`src/rtl/uart_axi_wslave.sv`:
```
// uart_axi_wslave
// ---------------------------------------------------------------------------
// AXI4-Lite write responder for the UART region. Each accepted AW/W pair is
// decoded into at most one byte that is pushed into a transmit FIFO, and the
// transaction completes with a B response. An 8N1 serializer drains the FIFO
// onto uart_tx, one bit every CLK_DIV clock cycles.
//
// Parameters
//   FIFO_DEPTH : transmit FIFO entries (power of two, >= 2)
//   CLK_DIV    : clock cycles per serial bit (>= 2)
//
// Ports
//   clk, rst             : clock (rising edge), asynchronous active-low reset
//   io_slave_aw*         : write address channel (awaddr, awsize, valid/ready)
//   io_slave_w*          : write data channel (wdata, wstrb, valid/ready)
//   io_slave_b*          : write response channel (bresp, valid/ready)
//   uart_tx              : serial line, idles high
//   tx_busy              : FIFO non-empty or serializer active
//
// Configuration
//   UART_SIM_PRINT_EN    : when defined, each committed byte is echoed to the
//                          simulation console with $write (simulation only).
// ---------------------------------------------------------------------------
module uart_axi_wslave #(
    parameter int FIFO_DEPTH = 8,
    parameter int CLK_DIV    = 16
) (
    input  logic        clk,
    input  logic        rst,
    input  logic        io_slave_awvalid,
    output logic        io_slave_awready,
    input  logic [31:0] io_slave_awaddr,
    input  logic [2:0]  io_slave_awsize,
    input  logic        io_slave_wvalid,
    output logic        io_slave_wready,
    input  logic [31:0] io_slave_wdata,
    input  logic [3:0]  io_slave_wstrb,
    output logic        io_slave_bvalid,
    input  logic        io_slave_bready,
    output logic [1:0]  io_slave_bresp,
    output logic        uart_tx,
    output logic        tx_busy
);

    localparam int AW = $clog2(FIFO_DEPTH);
    localparam int CW = AW + 1;
    localparam int BW = $clog2(CLK_DIV);
    localparam logic [CW-1:0] DEPTH_CNT = CW'(FIFO_DEPTH);
    localparam logic [BW-1:0] BAUD_LAST = BW'(CLK_DIV - 1);

    typedef enum logic [1:0] {
        W_IDLE    = 2'd0,
        W_HAVE_AW = 2'd1,
        W_HAVE_W  = 2'd2,
        W_RESP    = 2'd3
    } w_state_e;

    typedef enum logic [1:0] {
        S_IDLE  = 2'd0,
        S_START = 2'd1,
        S_DATA  = 2'd2,
        S_STOP  = 2'd3
    } s_state_e;

    // Byte from the lowest-numbered enabled lane; zero when no lane is set.
    function automatic logic [7:0] lane_byte(input logic [31:0] data, input logic [3:0] strb);
        logic [7:0] sel;
        sel = 8'h00;
        if (strb[0]) begin
            sel = data[7:0];
        end else if (strb[1]) begin
            sel = data[15:8];
        end else if (strb[2]) begin
            sel = data[23:16];
        end else if (strb[3]) begin
            sel = data[31:24];
        end else begin
            sel = 8'h00;
        end
        return sel;
    endfunction

    // Write channel state
    w_state_e       w_state_r;
    logic           awready_r;
    logic           wready_r;
    logic           bvalid_r;
    logic [1:0]     bresp_r;
    logic           commit_done_r;
    logic [1:0]     addr_lo_r;
    logic [31:0]    wdata_r;
    logic [3:0]     wstrb_r;

    // FIFO state
    logic [7:0]     mem_r [FIFO_DEPTH];
    logic [CW-1:0]  wr_ptr_r;
    logic [CW-1:0]  rd_ptr_r;

    // Serializer state
    s_state_e       s_state_r;
    logic [BW-1:0]  baud_r;
    logic [2:0]     bit_idx_r;
    logic [7:0]     shreg_r;
    logic           uart_tx_r;
    logic           tx_busy_r;

    // Combinational helpers
    logic           aw_hs_s;
    logic           w_hs_s;
    logic           commit_s;
    logic           addr_ok_s;
    logic           push_s;
    logic           pop_s;
    logic [7:0]     push_byte_s;
    logic [7:0]     head_s;
    logic [CW-1:0]  fifo_count_s;
    logic [CW-1:0]  count_next_s;
    logic           empty_s;
    logic           full_s;
    logic           full_next_s;
    logic           baud_end_s;
    logic           ser_busy_next_s;
    logic           unused_s;

    // Only the low address bits decide alignment; size is not used for routing.
    assign unused_s = ^{io_slave_awaddr[31:2], io_slave_awsize};

    assign aw_hs_s      = io_slave_awvalid && awready_r;
    assign w_hs_s       = io_slave_wvalid && wready_r;
    assign commit_s     = (w_state_r == W_RESP) && !commit_done_r;
    assign addr_ok_s    = (addr_lo_r == 2'b00);
    assign push_byte_s  = lane_byte(wdata_r, wstrb_r);
    assign head_s       = mem_r[rd_ptr_r[AW-1:0]];
    assign fifo_count_s = wr_ptr_r - rd_ptr_r;
    assign empty_s      = (fifo_count_s == {CW{1'b0}});
    assign full_s       = (fifo_count_s == DEPTH_CNT);
    assign baud_end_s   = (baud_r == BAUD_LAST);

    // The serializer takes the head either from idle or at the end of a stop bit.
    assign pop_s  = !empty_s && ((s_state_r == S_IDLE) || ((s_state_r == S_STOP) && baud_end_s));
    // Acceptance is gated on space, so a commit always finds room; the pop term
    // keeps a simultaneous push/pop on a full FIFO legal.
    assign push_s = commit_s && addr_ok_s && (wstrb_r != 4'b0000) && (!full_s || pop_s);

    assign count_next_s = fifo_count_s + CW'(push_s) - CW'(pop_s);
    assign full_next_s  = (count_next_s == DEPTH_CNT);

    // Serializer is active next cycle unless it is finishing a stop bit with nothing queued.
    assign ser_busy_next_s = pop_s ||
                             ((s_state_r != S_IDLE) && !((s_state_r == S_STOP) && baud_end_s));

    assign io_slave_awready = awready_r;
    assign io_slave_wready  = wready_r;
    assign io_slave_bvalid  = bvalid_r;
    assign io_slave_bresp   = bresp_r;
    assign uart_tx          = uart_tx_r;
    assign tx_busy          = tx_busy_r;

    // Write channel FSM: capture AW/W, commit once both are held, then hold the response.
    always_ff @(posedge clk or negedge rst) begin
        if (!rst) begin
            w_state_r     <= W_IDLE;
            awready_r     <= 1'b0;
            wready_r      <= 1'b0;
            bvalid_r      <= 1'b0;
            bresp_r       <= 2'b00;
            commit_done_r <= 1'b0;
            addr_lo_r     <= 2'b00;
            wdata_r       <= 32'h0000_0000;
            wstrb_r       <= 4'b0000;
        end else begin
            case (w_state_r)
                W_IDLE: begin
                    if (aw_hs_s) begin
                        addr_lo_r <= io_slave_awaddr[1:0];
                    end
                    if (w_hs_s) begin
                        wdata_r <= io_slave_wdata;
                        wstrb_r <= io_slave_wstrb;
                    end
                    if (aw_hs_s && w_hs_s) begin
                        w_state_r <= W_RESP;
                        awready_r <= 1'b0;
                        wready_r  <= 1'b0;
                    end else if (aw_hs_s) begin
                        w_state_r <= W_HAVE_AW;
                        awready_r <= 1'b0;
                        wready_r  <= !full_next_s;
                    end else if (w_hs_s) begin
                        w_state_r <= W_HAVE_W;
                        awready_r <= !full_next_s;
                        wready_r  <= 1'b0;
                    end else begin
                        awready_r <= !full_next_s;
                        wready_r  <= !full_next_s;
                    end
                end
                W_HAVE_AW: begin
                    awready_r <= 1'b0;
                    if (w_hs_s) begin
                        wdata_r   <= io_slave_wdata;
                        wstrb_r   <= io_slave_wstrb;
                        w_state_r <= W_RESP;
                        wready_r  <= 1'b0;
                    end else begin
                        wready_r  <= !full_next_s;
                    end
                end
                W_HAVE_W: begin
                    wready_r <= 1'b0;
                    if (aw_hs_s) begin
                        addr_lo_r <= io_slave_awaddr[1:0];
                        w_state_r <= W_RESP;
                        awready_r <= 1'b0;
                    end else begin
                        awready_r <= !full_next_s;
                    end
                end
                W_RESP: begin
                    if (commit_s) begin
                        commit_done_r <= 1'b1;
                        bvalid_r      <= 1'b1;
                        bresp_r       <= addr_ok_s ? 2'b00 : 2'b10;
                        awready_r     <= 1'b0;
                        wready_r      <= 1'b0;
`ifdef UART_SIM_PRINT_EN
                        if (push_s) begin
                            $write("%c", push_byte_s);
                        end
`endif
                    end else if (bvalid_r && io_slave_bready) begin
                        bvalid_r      <= 1'b0;
                        commit_done_r <= 1'b0;
                        w_state_r     <= W_IDLE;
                        awready_r     <= !full_next_s;
                        wready_r      <= !full_next_s;
                    end else begin
                        awready_r     <= 1'b0;
                        wready_r      <= 1'b0;
                    end
                end
                default: begin
                    w_state_r     <= W_IDLE;
                    awready_r     <= 1'b0;
                    wready_r      <= 1'b0;
                    bvalid_r      <= 1'b0;
                    commit_done_r <= 1'b0;
                end
            endcase
        end
    end

    // Transmit FIFO storage and pointers (extra pointer bit distinguishes full from empty).
    always_ff @(posedge clk or negedge rst) begin
        if (!rst) begin
            wr_ptr_r <= {CW{1'b0}};
            rd_ptr_r <= {CW{1'b0}};
            for (int i = 0; i < FIFO_DEPTH; i++) begin
                mem_r[i] <= 8'h00;
            end
        end else begin
            if (push_s) begin
                mem_r[wr_ptr_r[AW-1:0]] <= push_byte_s;
                wr_ptr_r                <= wr_ptr_r + CW'(1);
            end
            if (pop_s) begin
                rd_ptr_r <= rd_ptr_r + CW'(1);
            end
        end
    end

    // 8N1 serializer; uart_tx is registered from the current state, so the line trails the FSM by one cycle.
    always_ff @(posedge clk or negedge rst) begin
        if (!rst) begin
            s_state_r <= S_IDLE;
            baud_r    <= {BW{1'b0}};
            bit_idx_r <= 3'd0;
            shreg_r   <= 8'h00;
            uart_tx_r <= 1'b1;
            tx_busy_r <= 1'b0;
        end else begin
            tx_busy_r <= ser_busy_next_s || (count_next_s != {CW{1'b0}});
            case (s_state_r)
                S_IDLE: begin
                    uart_tx_r <= 1'b1;
                    baud_r    <= {BW{1'b0}};
                    if (pop_s) begin
                        shreg_r   <= head_s;
                        s_state_r <= S_START;
                    end
                end
                S_START: begin
                    uart_tx_r <= 1'b0;
                    if (baud_end_s) begin
                        baud_r    <= {BW{1'b0}};
                        bit_idx_r <= 3'd0;
                        s_state_r <= S_DATA;
                    end else begin
                        baud_r    <= baud_r + BW'(1);
                    end
                end
                S_DATA: begin
                    uart_tx_r <= shreg_r[0];
                    if (baud_end_s) begin
                        baud_r  <= {BW{1'b0}};
                        shreg_r <= {1'b0, shreg_r[7:1]};
                        if (bit_idx_r == 3'd7) begin
                            s_state_r <= S_STOP;
                        end else begin
                            bit_idx_r <= bit_idx_r + 3'd1;
                        end
                    end else begin
                        baud_r <= baud_r + BW'(1);
                    end
                end
                S_STOP: begin
                    uart_tx_r <= 1'b1;
                    if (baud_end_s) begin
                        baud_r <= {BW{1'b0}};
                        if (pop_s) begin
                            shreg_r   <= head_s;
                            s_state_r <= S_START;
                        end else begin
                            s_state_r <= S_IDLE;
                        end
                    end else begin
                        baud_r <= baud_r + BW'(1);
                    end
                end
                default: begin
                    s_state_r <= S_IDLE;
                    uart_tx_r <= 1'b1;
                    baud_r    <= {BW{1'b0}};
                end
            endcase
        end
    end

endmodule
```
`config.mk`:
```
export PLATFORM = sky130hd
export DESIGN_NAME = uart_axi_wslave
export DESIGN_NICKNAME = d
export VERILOG_FILES = /design/src/rtl/uart_axi_wslave.sv
export SDC_FILE = /design/constraint.sdc
export NUM_CORES = 1
export LEC_CHECK = 0
export CORE_MARGIN = 3
export CORE_UTILIZATION = 35
export CTS_CLUSTER_DIAMETER = 200
export CTS_CLUSTER_SIZE = 16
export DETAILED_ROUTE_END_ITERATION = 8
export PLACE_DENSITY_LB_ADDON = 0.25
export SLEW_MARGIN = 10
export SYNTH_ARGS = -nofsm -noshare
export SYNTH_HDL_FRONTEND = slang
export SYNTH_SLANG_ARGS = --single-unit
```
`constraint.sdc`:
```
create_clock -name clk -period 10.98 [get_ports clk]
set_input_delay 2.196 -clock clk [delete_from_list [all_inputs] [get_ports clk]]
set_output_delay 2.196 -clock clk [all_outputs]
set_load 0.005 [all_outputs]
```
==> Yosys cells after proc, flatten, opt, wreduce, memory -nomap -nowiden <==
Index checks and enable logic that the tools add are counted.
Widths: inputs -> output; s select.
{ "totals": {"regBits": 136, "inputBits": 76, "output_inout_bits": 7} }
{ "op_classes": {"addsub": 7, "order_cmp": 3, "n_eq_ne": 21, "muxes": 48, "n_bitwise": 2, "n_reduce_logical": 43} }
{ "ops": {"columns": ["op", "n"], "rows": [
  ["$mux 8", 10],
  ["$bwmux 64", 1],
  ["$mux 2", 13],
  ["$bmux 8 s3", 1],
  ["$demux 8 s3", 1],
  ["$pmux 8 s3", 1],
  ["$ne 2x2->1 const B", 9],
  ["$pmux 2 s4", 2],
  ["$add 4x1->4 const B", 3],
  ["$eq 4x4->1 const B", 3],
  ["$logic_and 1x1->1", 12],
  ["$mux 1", 10],
  ["$reduce_and 5->1", 2],
  ["$mux 3", 3],
  ["$eq 2x2->1 const B", 4],
  ["$ge 4x4->1 const B", 2],
  ["$not 3->4", 2],
  ["$pmux 1 s4", 2],
  ["$pmux 4 s2", 1],
  ["$reduce_and 2->1", 4],
  ["$reduce_bool 4->1", 2],
  ["$logic_not 2->1", 3],
  ["$pmux 3 s2", 1],
  ["$reduce_bool 2->1", 3],
  ["19 further kinds", 29]
]} }

==> Depth between registers and ports, before layout <==
Gate-level depths: netlist (run 1).
{ "depth": {"word_depth": 14, "mapped_depth": 19} }

==> Worst setup path after synthesis (run 1) <==
No wires, ideal clock.
{ "synth_path": {"path_type": "register -> register", "from": "reg rd_ptr_r[1]", "to": "reg tx_busy_r (netlist: tx_busy)", "setup_ns": 0.131, "arrival_ns": 3.559, "required_time_ns": 10.849, "setup_slack_ns": 7.289, "stages_incl_launch_ff": 19, "path_buffers": 1, "synth_period_minus_slack_ns": 3.691, "path_cell_list": "dfrtp_1 buf_6 inv_1 ha_1 a21o_1 a21o_1 xor2_1 ha_1 and3b_1 nor2_1 nand2_1 nand2_1 ha_1 inv_1 fa_1 xnor2_1 nor3b_1 nand2_1 or3_1"} }
{ "synth_via": {"elab_chain_len": 10, "word_cells_on_any_way": 13, "cone_classes": "add/sub: 3; eq/ne: 1; reduce/logical: 9"} }
{ "synth_lines": {"columns": ["element", "line", "rtl"], "rows": [
  ["start, declared", "97", "logic [CW-1:0] rd_ptr_r;"],
  ["start signal, assigned", "257", "rd_ptr_r <= {CW{1'b0}};"],
  ["start signal, assigned", "267", "rd_ptr_r <= rd_ptr_r + CW'(1);"],
  ["$sub 4x4->4 *", "134", "assign fifo_count_s = wr_ptr_r - rd_ptr_r;"],
  ["$logic_not 4->1", "135", "assign empty_s = (fifo_count_s == {CW{1'b0}});"],
  ["$logic_not 1->1", "140", "assign pop_s = !empty_s && ((s_state_r == S_IDLE) || ((s_state_r == S_STOP) && baud_end_s));"],
  ["$logic_and 1x1->1", "140", null],
  ["$logic_or 1x1->1", "143", "assign push_s = commit_s && addr_ok_s && (wstrb_r != 4'b0000) && (!full_s || pop_s);"],
  ["$logic_and 1x1->1", "143", null],
  ["$add 4x1->4", "145", "assign count_next_s = fifo_count_s + CW'(push_s) - CW'(pop_s);"],
  ["$sub 4x1->4", "145", null],
  ["$reduce_bool 4->1", "282", "tx_busy_r <= ser_busy_next_s || (count_next_s != {CW{1'b0}});"],
  ["$logic_or 1x1->1 *", "282", null],
  ["end signal, assigned", "282", null],
  ["end, declared", "105", "logic tx_busy_r;"]
]} }
Mark *: on every way between the ends. The rest lies on a longest branch, timed or not.
A chain may end at the register's enable or synchronous reset.

==> Worst setup path after layout (run 1) <==
{ "layout_path": {"from": "reg rd_ptr_r[1]", "to": "reg tx_busy_r (netlist: tx_busy)"} }
{ "layout_via": {"elab_chain_len": 10, "word_cells_on_any_way": 13, "cone_classes": "add/sub: 3; eq/ne: 1; reduce/logical: 9"} }
{ "layout_lines": {"columns": ["element", "line", "rtl"], "rows": [
  ["$sub 4x4->4 *", "134", null],
  ["$logic_not 4->1", "135", null],
  ["$logic_not 1->1", "140", null],
  ["$logic_and 1x1->1", "140", null],
  ["$logic_or 1x1->1 *", "143", null],
  ["$logic_and 1x1->1 *", "143", null],
  ["net push_s", "112", "logic push_s;"],
  ["$add 4x1->4 *", "145", null],
  ["$sub 4x1->4 *", "145", null],
  ["$reduce_bool 4->1 *", "282", null],
  ["$logic_or 1x1->1 *", "282", null]
]} }
Mark *: on every way through the listed nets, which the timed path passes. The rest lies on a longest branch.

==> impl_metrics.csv, run 1 <==
group,metric,value,unit
status,outcome,"completed",
clock_network,cts.hold.buffers_added,0,
synth,ys.flop_type,"dfrtp_1",
synth,synth_seq_cells,135,
synth,synth_nets,585,
route,routed_wl,13100,um
synth,yosys.cell_count.top_type,"dfrtp_1",
synth,syn-cell-area,0.00667,sq mm
synth,postSynthAreaPerCell,13.7,sq um
finish,nFillCells,1658,
timing,period_share,45.5,%
clock_network,ctsResizeCount,0,
finish,multi_input_area,0.00310,sq mm
finish,drive_above_1_share,32.7,%
clock_network,clockBufferDepth,2,
global_route,grt_pass1_wl,21700,um
clock_network,cts_setup_buffers,0,
route,firstDrtPassIters,4,
finish,antenna_cells,0,
worst_hold_path,min_path_cells,1,
timing,skew,0.0115,ns
worst_setup_path,cp-start-kind,"flip-flop",
synth,yosysSeqAreaShare,50.7,%
clock_network,cts_buffers,17,
floorplanning,placementRows,49,
synth,synth_common_cells,"dfrtp_1, mux2_2, ha_1",
synth,syn_inst,486,
timing,fin_setup_tns,0,ns
synth,synthDistinctLibCells,55,
route,drc,0,
global_route,grt_pass1_vias,4159,
floorplanning,initial_core_util,36.4,%
placed_design,place.gp.congestion,0.713,
clock_network,clk_latency,0.42,ns
timing,finalSetupViolCount,0,
worst_setup_path,crit_family,"compound AO/OA/AOI/OAI gates",
synth,synth-edff-count,0,
clock_network,clk_pin_slew,0.06,ns
global_route,grt_usage,13.5,%
synth,synth_top_area_share,50.3,%
worst_hold_path,min_path_type,"flip-flop to flip-flop",
route,wl_per_cell,16.9,um
finish,area_growth,18.7,%
route,vias,3982,
route,ant_nets,0,
timing,finalMaxSlewViolations,0,
timing,worstMarginPinSlew,1.14,ns
finish,nets,631,
worst_setup_path,slowest_stage,"o2111ai_1",
global_route,antenna_found_initial,0,
floorplanning,die_w,144,um
worst_setup_path,critPathMaxFanout,12,
worst_hold_path,min_to,"wr_ptr_r[3]",
timing,slew_headroom,23.6,%
global_route,grt_max_degree,81,
timing,rsz0062_at_grt,"no",
route,drtIter0Drc,202,
synth,yosys-top-cells-area,"dfrtp_1, mux2_2, ha_1",
timing,period_minus_slack,5.00,ns
synth,yosysWarningCount,0,
global_route,gr-total-overflow,0,
worst_setup_path,slowest_delay,0.87,ns
clock_network,clockRootBuffer,"clkbuf_16",
placed_design,hpwl,8900,um
worst_hold_path,hp-start,"wr_ptr_r[3]",
clock_network,htreeDepth,4,
clock_network,cts_tree,"done",
power,irDropWorstVdd,155,uV
placed_design,io_buffers,48,
power,p_leak,3.69,nW
worst_setup_path,path_cells,"inv_1, ha_1, a21o_1, a21o_1, xor2_1, ha_1, o2111ai_1, nand2_1, inv_1, ha_1, inv_1, fa_1, xnor2_1, nor3b_1, nand2_1, or3_1",
timing,hold_violations,0,
worst_setup_path,crit_buf_inv,3,
worst_setup_path,critPathKind,"flip-flop to flip-flop",
worst_setup_path,r2r_cells,16,
timing,max_clock_freq,200,MHz
finish,utilization,43.2,%
floorplanning,pin_count,83,
power,pwr_density_cell,272,mW/mm^2
synth,async_reset_ff_share,100,%
run,maxCapViolCount,0,
clock_network,cts.sinks,135,
route,via_per_inst,5.14,
worst_setup_path,end_kind,"flip-flop",
finish,seq_area,0.00338,sq mm
placed_design,place_ws,5.99,ns
worst_setup_path,r2r-start,"rd_ptr_r[1]",
worst_setup_path,reg2reg_slack,5.98,ns
floorplanning,die_h,144,um
worst_setup_path,crit_required,11.27,ns
floorplanning,design.die.area,0.0207,sq mm
worst_setup_path,r2r_end,"tx_busy",
worst_setup_path,crit_arrival,5.29,ns
floorplanning,core,0.0183,sq mm
synth,yosysTopAreaCell,"dfrtp_1",
timing,setup_slack,5.98,ns
final cells by class:
| cell class | count | area share [%] |
|---|---|---|
| Sequential cell | 135 | 42.7 |
| Inverter | 16 | 0.759 |
| Clock inverter | 15 | 2.13 |
| Tap cell | 229 | 3.62 |
| Timing Repair Buffer | 50 | 6.27 |
| Clock buffer | 17 | 5.37 |
| Multi-Input combinational cell | 312 | 39.2 |
how the worst max path moves through the flow:
stage,start,to,slack (ns),cells after the start
final,rd_ptr_r[1],tx_busy,5.98,16
after detailed placement,rd_ptr_r[1],tx_busy,5.99,16
after CTS,rd_ptr_r[1],tx_busy,5.98,16
after global routing,rd_ptr_r[1],tx_busy,5.67,16
after global placement,rd_ptr_r[1],tx_busy,6.09,16
after floorplan,rd_ptr_r[1],tx_busy,7.29,18
sequential cells by signal (all words and copies together) (netlist names), 2 cells and up:
name       count
mem_r         64
wdata_r       32
shreg_r        8
baud_r         4
rd_ptr_r       4
wr_ptr_r       4
wstrb_r        4
bit_idx_r      3
addr_lo_r      2
s_state_r      2
w_state_r      2
per-stage QoR:
| step | std cells | hold WS [ns] | instance area, sq um | total power, W |
|---|---|---|---|---|
| after floorplan | 486 | 0.457 | 6670 | 0.00138 |
| after global placement | 742 | 0.478 | 7320 | 0.00155 |
| after detailed placement | 742 | 0.481 | 7320 | 0.00160 |
| after CTS | 774 | 0.493 | 7920 | 0.00218 |
| after global routing | 774 | 0.508 | 7920 | 0.00230 |
| final | 774 | 0.487 | 7920 | 0.00215 |
cell usage in the layout (no fill, tap or decap), types with 2 or more instances in the layout:
cell and count:
mux4_2 5, fa_1 2, bufinv_16 2, a221oi_1 7, nor2b_1 12, nor2_1 11, nand2_1 18, buf_4 2
and2_1 2, dfrtp_1 134, clkbuf_16 17, mux4_1 10, inv_6 4, mux2_2 128, nand4_2 3, clkinv_2 2
a22o_1 6, or3_1 2, clkdlybuf4s50_1 47, o21ai_0 9, xor2_1 3, inv_8 2, a21oi_1 11, xnor2_1 10
o31ai_1 7, nor3_1 2, a21o_1 3, clkinvlp_4 2, nand2b_1 2, clkinv_4 3, ha_1 21, inv_1 16
nand4_1 2, nand4b_2 3, mux2i_1 2, and3_1 2, nand3_1 8
power by group:
| part | total (W) | internal (W) | leakage [nW] | switching, W |
|---|---|---|---|---|
| clock network | 0.000569 | 0.000340 | 0.288 | 0.000229 |
| registers | 0.000780 | 0.000645 | 1.76 | 0.000135 |
| logic | 0.000802 | 0.000397 | 1.65 | 0.000405 |
| total | 0.00215 | 0.00138 | 3.69 | 0.000769 |
metal layers:
| metal | up-vias | wire (um) | track usage, % |
|---|---|---|---|
| met2 | 74 | 6330 | 21.8 |
| met1 | 2010 | 6140 | 18.0 |
| met5 | - | 0 | 0 |
| li1 | 1887 | - | - |
| met4 | 0 | 109 | 3.17 |
| met3 | 11 | 486 | 3.94 |
cells by family (layout without fill, tap and decap cells):
logic type | Yosys count | in the layout | share of synthesized area, %
multiplexers | 145 | 145 | 27.5
flip-flops | 135 | 135 | 50.7
AND/OR/NAND/NOR | 75 | 75 | 6.68
AO/OA/AOI/OAI | 55 | 55 | 5.80
buffers and inverters | 39 | 98 | 3.00
adder cells (fa/ha/maj) | 23 | 23 | 4.54
XOR/XNOR | 13 | 13 | 1.71
other | 1 | 1 | 0.0562
(Power assumes the default switching activity.)
==> run 2: changes to the inputs <==
==> constraint.sdc (replaced) <==
create_clock -name clk -period 4.15 [get_ports clk]
set_input_delay 0.83 -clock clk [delete_from_list [all_inputs] [get_ports clk]]
set_output_delay 0.83 -clock clk [all_outputs]
set_load 0.005 [all_outputs]
==> run 2 against run 1 <==
Compared with the run above: power grew to 2.7 times the previous value; clock power grew to 2.9 times the previous value; count of clock-buffer cells in the layout increased by 3; combinational power increased to 2.8 times the previous value; largest cell class unchanged; critical endpoint unchanged; sequential power rose to 2.6 times the previous value.
==> impl_metrics.csv, run 2 (synthesis results as in run 1) <==
group,metric,value,unit
power,p_leak,3.76,nW
timing,period_minus_slack,3.65,ns
clock_network,cts_setup_buffers,0,
timing,holdWs,0.456,ns
placed_design,hpwl,8970,um
floorplanning,core,0.0183,sq mm
worst_setup_path,critPathKind,"flip-flop to flip-flop",
finish,final_common_cell,"dfrtp_1",
finish,nFillCells,1608,
finish,post-route-cell-area,0.00803,sq mm
clock_network,cts_buffers,17,
finish,top_register,"mem_r",
route,vias,4009,
clock_network,cts.hold.buffers_added,0,
floorplanning,placementRows,49,
global_route,grt_pass1_vias,4379,
floorplanning,die_w,144,um
worst_setup_path,path_cells,"ha_1, a21o_1, a21o_1, xor2_1, ha_1, nand2b_1, o2111ai_1, nand2_1, inv_1, ha_1, inv_1, fa_1, xnor2_1, nor3b_1, buf_4, nand2_1, or3_1",
timing,fin_setup_tns,0,ns
finish,top_regs,"mem_r: 64 flops, wdata_r: 32 flops, shreg_r: 8 flops",
worst_setup_path,crit_required,4.44,ns
timing,worstMarginPinSlew,1.12,ns
timing,rsz0062_at_grt,"no",
route,drc,0,
route,firstDrtPassIters,4,
floorplanning,initial_core_util,36.4,%
clock_network,clk_pin_slew,0.06,ns
finish,drive_above_1_share,33.5,%
run,maxCapViolCount,0,
clock_network,clockRootBuffer,"clkbuf_16",
power,pwr_density_cell,733,mW/mm^2
worst_setup_path,crit_arrival,3.94,ns
worst_setup_path,cpMostUsedCell,"ha_1",
worst_setup_path,crit_buf_inv,3,
worst_setup_path,slowest_stage,"dfrtp_1",
route,wl_per_cell,16.9,um
route,routed_wl,13200,um
global_route,antenna_found_initial,0,
timing,max_clock_freq,274,MHz
clock_network,ctsResizeCount,0,
global_route,grt_usage,13.9,%
clock_network,htreeDepth,4,
worst_setup_path,reg2reg_slack,0.50,ns
timing,skew,0.00832,ns
timing,finalMaxSlewViolations,0,
route,ant_nets,0,
timing,hold_violations,0,
timing,period_share,87.9,%
clock_network,clk_latency,0.42,ns
floorplanning,pin_count,83,
placed_design,place.gp.congestion,0.787,
route,via_per_inst,5.13,
finish,layout.cells.most_common_list,"dfrtp_1, mux2_2, clkdlybuf4s50_1",
finish,nets,639,
worst_setup_path,cp-start-kind,"flip-flop",
floorplanning,design.die.area,0.0207,sq mm
finish,largest_register_ffs,64,
timing,slew_headroom,25.1,%
worst_setup_path,critPathMaxFanout,9,
clock_network,cts_tree,"done",
global_route,grt_max_degree,93,
clock_network,cts.sinks,135,
placed_design,placed_cell_area,0.00738,sq mm
clock_network,clockBufferDepth,2,
worst_setup_path,slowest_delay,0.48,ns
worst_setup_path,end_kind,"flip-flop",
power,irDropWorstVdd,309,uV
global_route,gr-total-overflow,0,
finish,area_growth,20.4,%
worst_setup_path,crit_family,"adder cells",
route,drtIter0Drc,134,
floorplanning,die_h,144,um
placed_design,io_buffers,48,
finish,antenna_cells,0,
global_route,grt_pass1_wl,22500,um
status,outcome,"completed",
timing,finalSetupViolCount,0,
worst_hold_path,min_path_type,"input pin to asynchronous set/reset pin",
==> run 2: cell count changes in the layout (fill, tap and decap cells not counted), sizes merged <==
cell,previous run,this run
buf,3,11
bufinv,2,4
clkbuf,17,20
clkinv,5,3
clkinvlp,2,1
inv,22,20
==> run 2: final timing paths <==
kind | depth (start not counted) | startpoint | endpoint
worst min-delay path | 1 | rst | baud_r[1]
worst min register to register | 1 | baud_r[0] | baud_r[0]
worst max-delay path | 17 | wr_ptr_r[1] | tx_busy
worst max register to register | 17 | wr_ptr_r[1] | tx_busy
max in group asynchronous | 2 | rst | mem_r[55]
min in group clk | 1 | baud_r[0] | baud_r[0]
==> run 2: where the power goes <==
group / total, W / switching (W) / internal (W)
registers: 0.00199 / 0.000277 / 0.00171
logic: 0.00226 / 0.00116 / 0.00110
clock network: 0.00164 / 0.000586 / 0.00105
==> run 2: stage by stage <==
step / power [W] / instances / setup slack (ns) / util, %
finish: 0.00589 / 782 / 0.502 / 43.8
global route: 0.00632 / 782 / 0.240 / 43.8
CTS: 0.00596 / 782 / 0.467 / 43.8
detailed placement: 0.00429 / 750 / 0.484 / 40.3
global placement: 0.00418 / 750 / 0.520 / 40.3
floorplan: 0.00366 / 486 / 0.459 / -
==> run 2: per-layer routing <==
layer	GRT usage, %	share of wire (%)
met5	0	0
met4	3.47	1.0
met3	3.97	3.6
met2	23.1	49
met1	18.0	46
==> run 2: final cells by class <==
type | instances | area [sq um] | area share (%)
timing repair buffer | 58 | 557 | 6.93
clock buffer | 20 | 457 | 5.69
tap | 229 | 287 | 3.57
inverter | 16 | 60.1 | 0.748
multi-input combinational | 312 | 3100 | 38.6
clock inverter | 12 | 189 | 2.35
sequential | 135 | 3380 | 42.1
==> run 3: changes to the inputs <==
--- a/config.mk
+++ b/config.mk
@@ -11,6 +11,7 @@
 export CTS_CLUSTER_SIZE = 16
 export DETAILED_ROUTE_END_ITERATION = 8
 export PLACE_DENSITY_LB_ADDON = 0.25
+export RECOVER_POWER = 25
 export SLEW_MARGIN = 10
 export SYNTH_ARGS = -nofsm -noshare
 export SYNTH_HDL_FRONTEND = slang
==> run 3 against run 2 <==
Compared with the run above: the flow now finishes with violations (capacitance limit, slew limit); non-clock buffer count unchanged; sequential power hardly changed; critical path depth unchanged; sequential cell count unchanged; critical path type unchanged; power barely moved; die area did not move; fmax stayed put; clock skew about the same; largest cell class unchanged.
==> impl_metrics.csv, run 3 (synthesis results as in run 1) <==
group,metric,value,unit
status,outcome,"complete, but fails checks",
status,violations,"capacitance limit, slew limit",
finish,top_register,"mem_r",
worst_setup_path,crit_arrival,3.94,ns
floorplanning,pin_count,83,
timing,fin_setup_tns,0,ns
finish,final_common_cell,"dfrtp_1",
worst_setup_path,crit_required,4.44,ns
timing,max_clock_freq,274,MHz
run,maxCapViolCount,1,
timing,slew_headroom,-53.6,%
floorplanning,die_w,144,um
floorplanning,die_h,144,um
finish,area_growth,20.3,%
route,drc,0,
power,sw_frac_of_total,34.4,%
route,vias,4011,
timing,setup_slack,0.502,ns
global_route,antenna_found_initial,0,
finish,nFillCells,1608,
clock_network,htreeDepth,4,
floorplanning,initial_core_util,36.4,%
worst_setup_path,cp-start-kind,"flip-flop",
finish,layout.cells.most_common_list,"dfrtp_1, mux2_2, clkdlybuf4s50_1",
timing,holdWs,0.494,ns
worst_setup_path,critPathMaxFanout,9,
placed_design,place_ws,0.484,ns
route,firstDrtPassIters,4,
clock_network,clockBufferDepth,2,
finish,nets,639,
power,netSwitchingPower,0.00202,W
power,irDropWorstVdd,309,uV
finish,top_regs,"mem_r: 64 flops, wdata_r: 32 flops, shreg_r: 8 flops",
placed_design,hpwl,8970,um
timing,period_minus_slack,3.65,ns
global_route,grt_pass1_vias,4379,
worst_hold_path,min_path_cells,1,
power,pwr_density_cell,734,mW/mm^2
finish,drive_above_1_share,33.5,%
timing,period_share,87.9,%
clock_network,cts_setup_buffers,0,
placed_design,place.gp.congestion,0.787,
placed_design,io_buffers,48,
clock_network,clk_latency,0.42,ns
worst_hold_path,min_path_type,"flip-flop to flip-flop",
worst_setup_path,r2r_cells,17,
finish,multi_input_area,0.00310,sq mm
floorplanning,core,0.0183,sq mm
clock_network,cts_tree,"done",
route,routed_wl,13200,um
timing,skew,0.00832,ns
timing,worstMarginPinSlew,2.30,ns
global_route,gr-total-overflow,0,
route,via_per_inst,5.13,
power,total_power,0.00589,W
timing,rsz0062_at_grt,"no",
power,p_int,0.00386,W
timing,hold_violations,0,
global_route,grt_max_degree,93,
power,p_comb_share,38.5,%
clock_network,cts_buffers,17,
clock_network,clockRootBuffer,"clkbuf_16",
clock_network,clk_pin_slew,0.06,ns
timing,finalSetupViolCount,0,
floorplanning,placementRows,49,
finish,antenna_cells,0,
clock_network,cts.sinks,135,
clock_network,cts.hold.buffers_added,0,
finish,largest_register_ffs,64,
power,p_seq_share,33.8,%
route,wl_per_cell,16.9,um
worst_setup_path,end_kind,"flip-flop",
power,pwr-share-clk,27.8,%
timing,finalMaxSlewViolations,93,
clock_network,ctsResizeCount,0,
finish,seq_area,0.00338,sq mm
power,p_leak,3.75,nW
worst_setup_path,critPathKind,"flip-flop to flip-flop",
global_route,grt_usage,13.9,%
global_route,grt_pass1_wl,22500,um
route,drtIter0Drc,134,
floorplanning,design.die.area,0.0207,sq mm
route,ant_nets,0,
==> run 3: changes by cell type in the layout (fill, tap and decap cells not counted) <==
cell      previous run  this run
buf_6                1         0
clkbuf_2             0         1
==> run 3: power by group through the flow <==
| stage | combinational, W | sequential (W) | clock, W |
|---|---|---|---|
| after CTS | 0.00230 | 0.00199 | 0.00167 |
| after global routing | 0.00255 | 0.00204 | 0.00173 |
| after floorplan | 0.00176 | 0.00190 | 0 |
| final | 0.00226 | 0.00199 | 0.00164 |
| after global placement | 0.00219 | 0.00198 | 0 |
| after detailed placement | 0.00229 | 0.00201 | 0 |
==> run 3: area by class of cell <==
class | count | share of cell area, %
multi-input combinational | 312 | 38.6
inverter | 16 | 0.749
clock buffer | 20 | 5.69
tap | 229 | 3.57
timing repair buffer | 58 | 6.86
sequential | 135 | 42.1
clock inverter | 12 | 2.35
==> run 3: routing by layer <==
metal / vias up / track usage [%] / share of wire, %
li1: 1898 / - / -
met1: 2025 / 18.0 / 46
met2: 72 / 23.1 / 49
met3: 16 / 3.97 / 3.6
met4: 0 / 3.47 / 1.0
met5: - / 0 / 0
==> run 3: critical path: stages (launching register included) <==
cell and delay [ns]:
dfrtp_1 0.48, ha_1 0.34, a21o_1 0.16, a21o_1 0.20
xor2_1 0.16, ha_1 0.21, nand2b_1 0.15, o2111ai_1 0.15
nand2_1 0.16, inv_1 0.10, ha_1 0.17, inv_1 0.05
fa_1 0.37, xnor2_1 0.14, nor3b_1 0.18, buf_4 0.17
nand2_1 0.05, or3_1 0.30
==> run 3: path summary, 6_finish.rpt <==
kind	to	startpoint	slack (ns)
min in group asynchronous	baud_r[1]	rst	1.06
max reg2reg	tx_busy	wr_ptr_r[1]	0.50
min	baud_r[0]	baud_r[0]	0.49
max in group asynchronous	mem_r[55]	rst	1.67
max	tx_busy	wr_ptr_r[1]	0.50
min reg2reg	baud_r[0]	baud_r[0]	0.49
==> run 3: metrics by stage <==
step / util [%] / instances / area [sq um]
global placement: 40.3 / 750 / 7380
finish: 43.8 / 782 / 8020
detailed placement: 40.3 / 750 / 7380
CTS: 43.8 / 782 / 8030
floorplan: - / 486 / 6670
global route: 43.8 / 782 / 8020
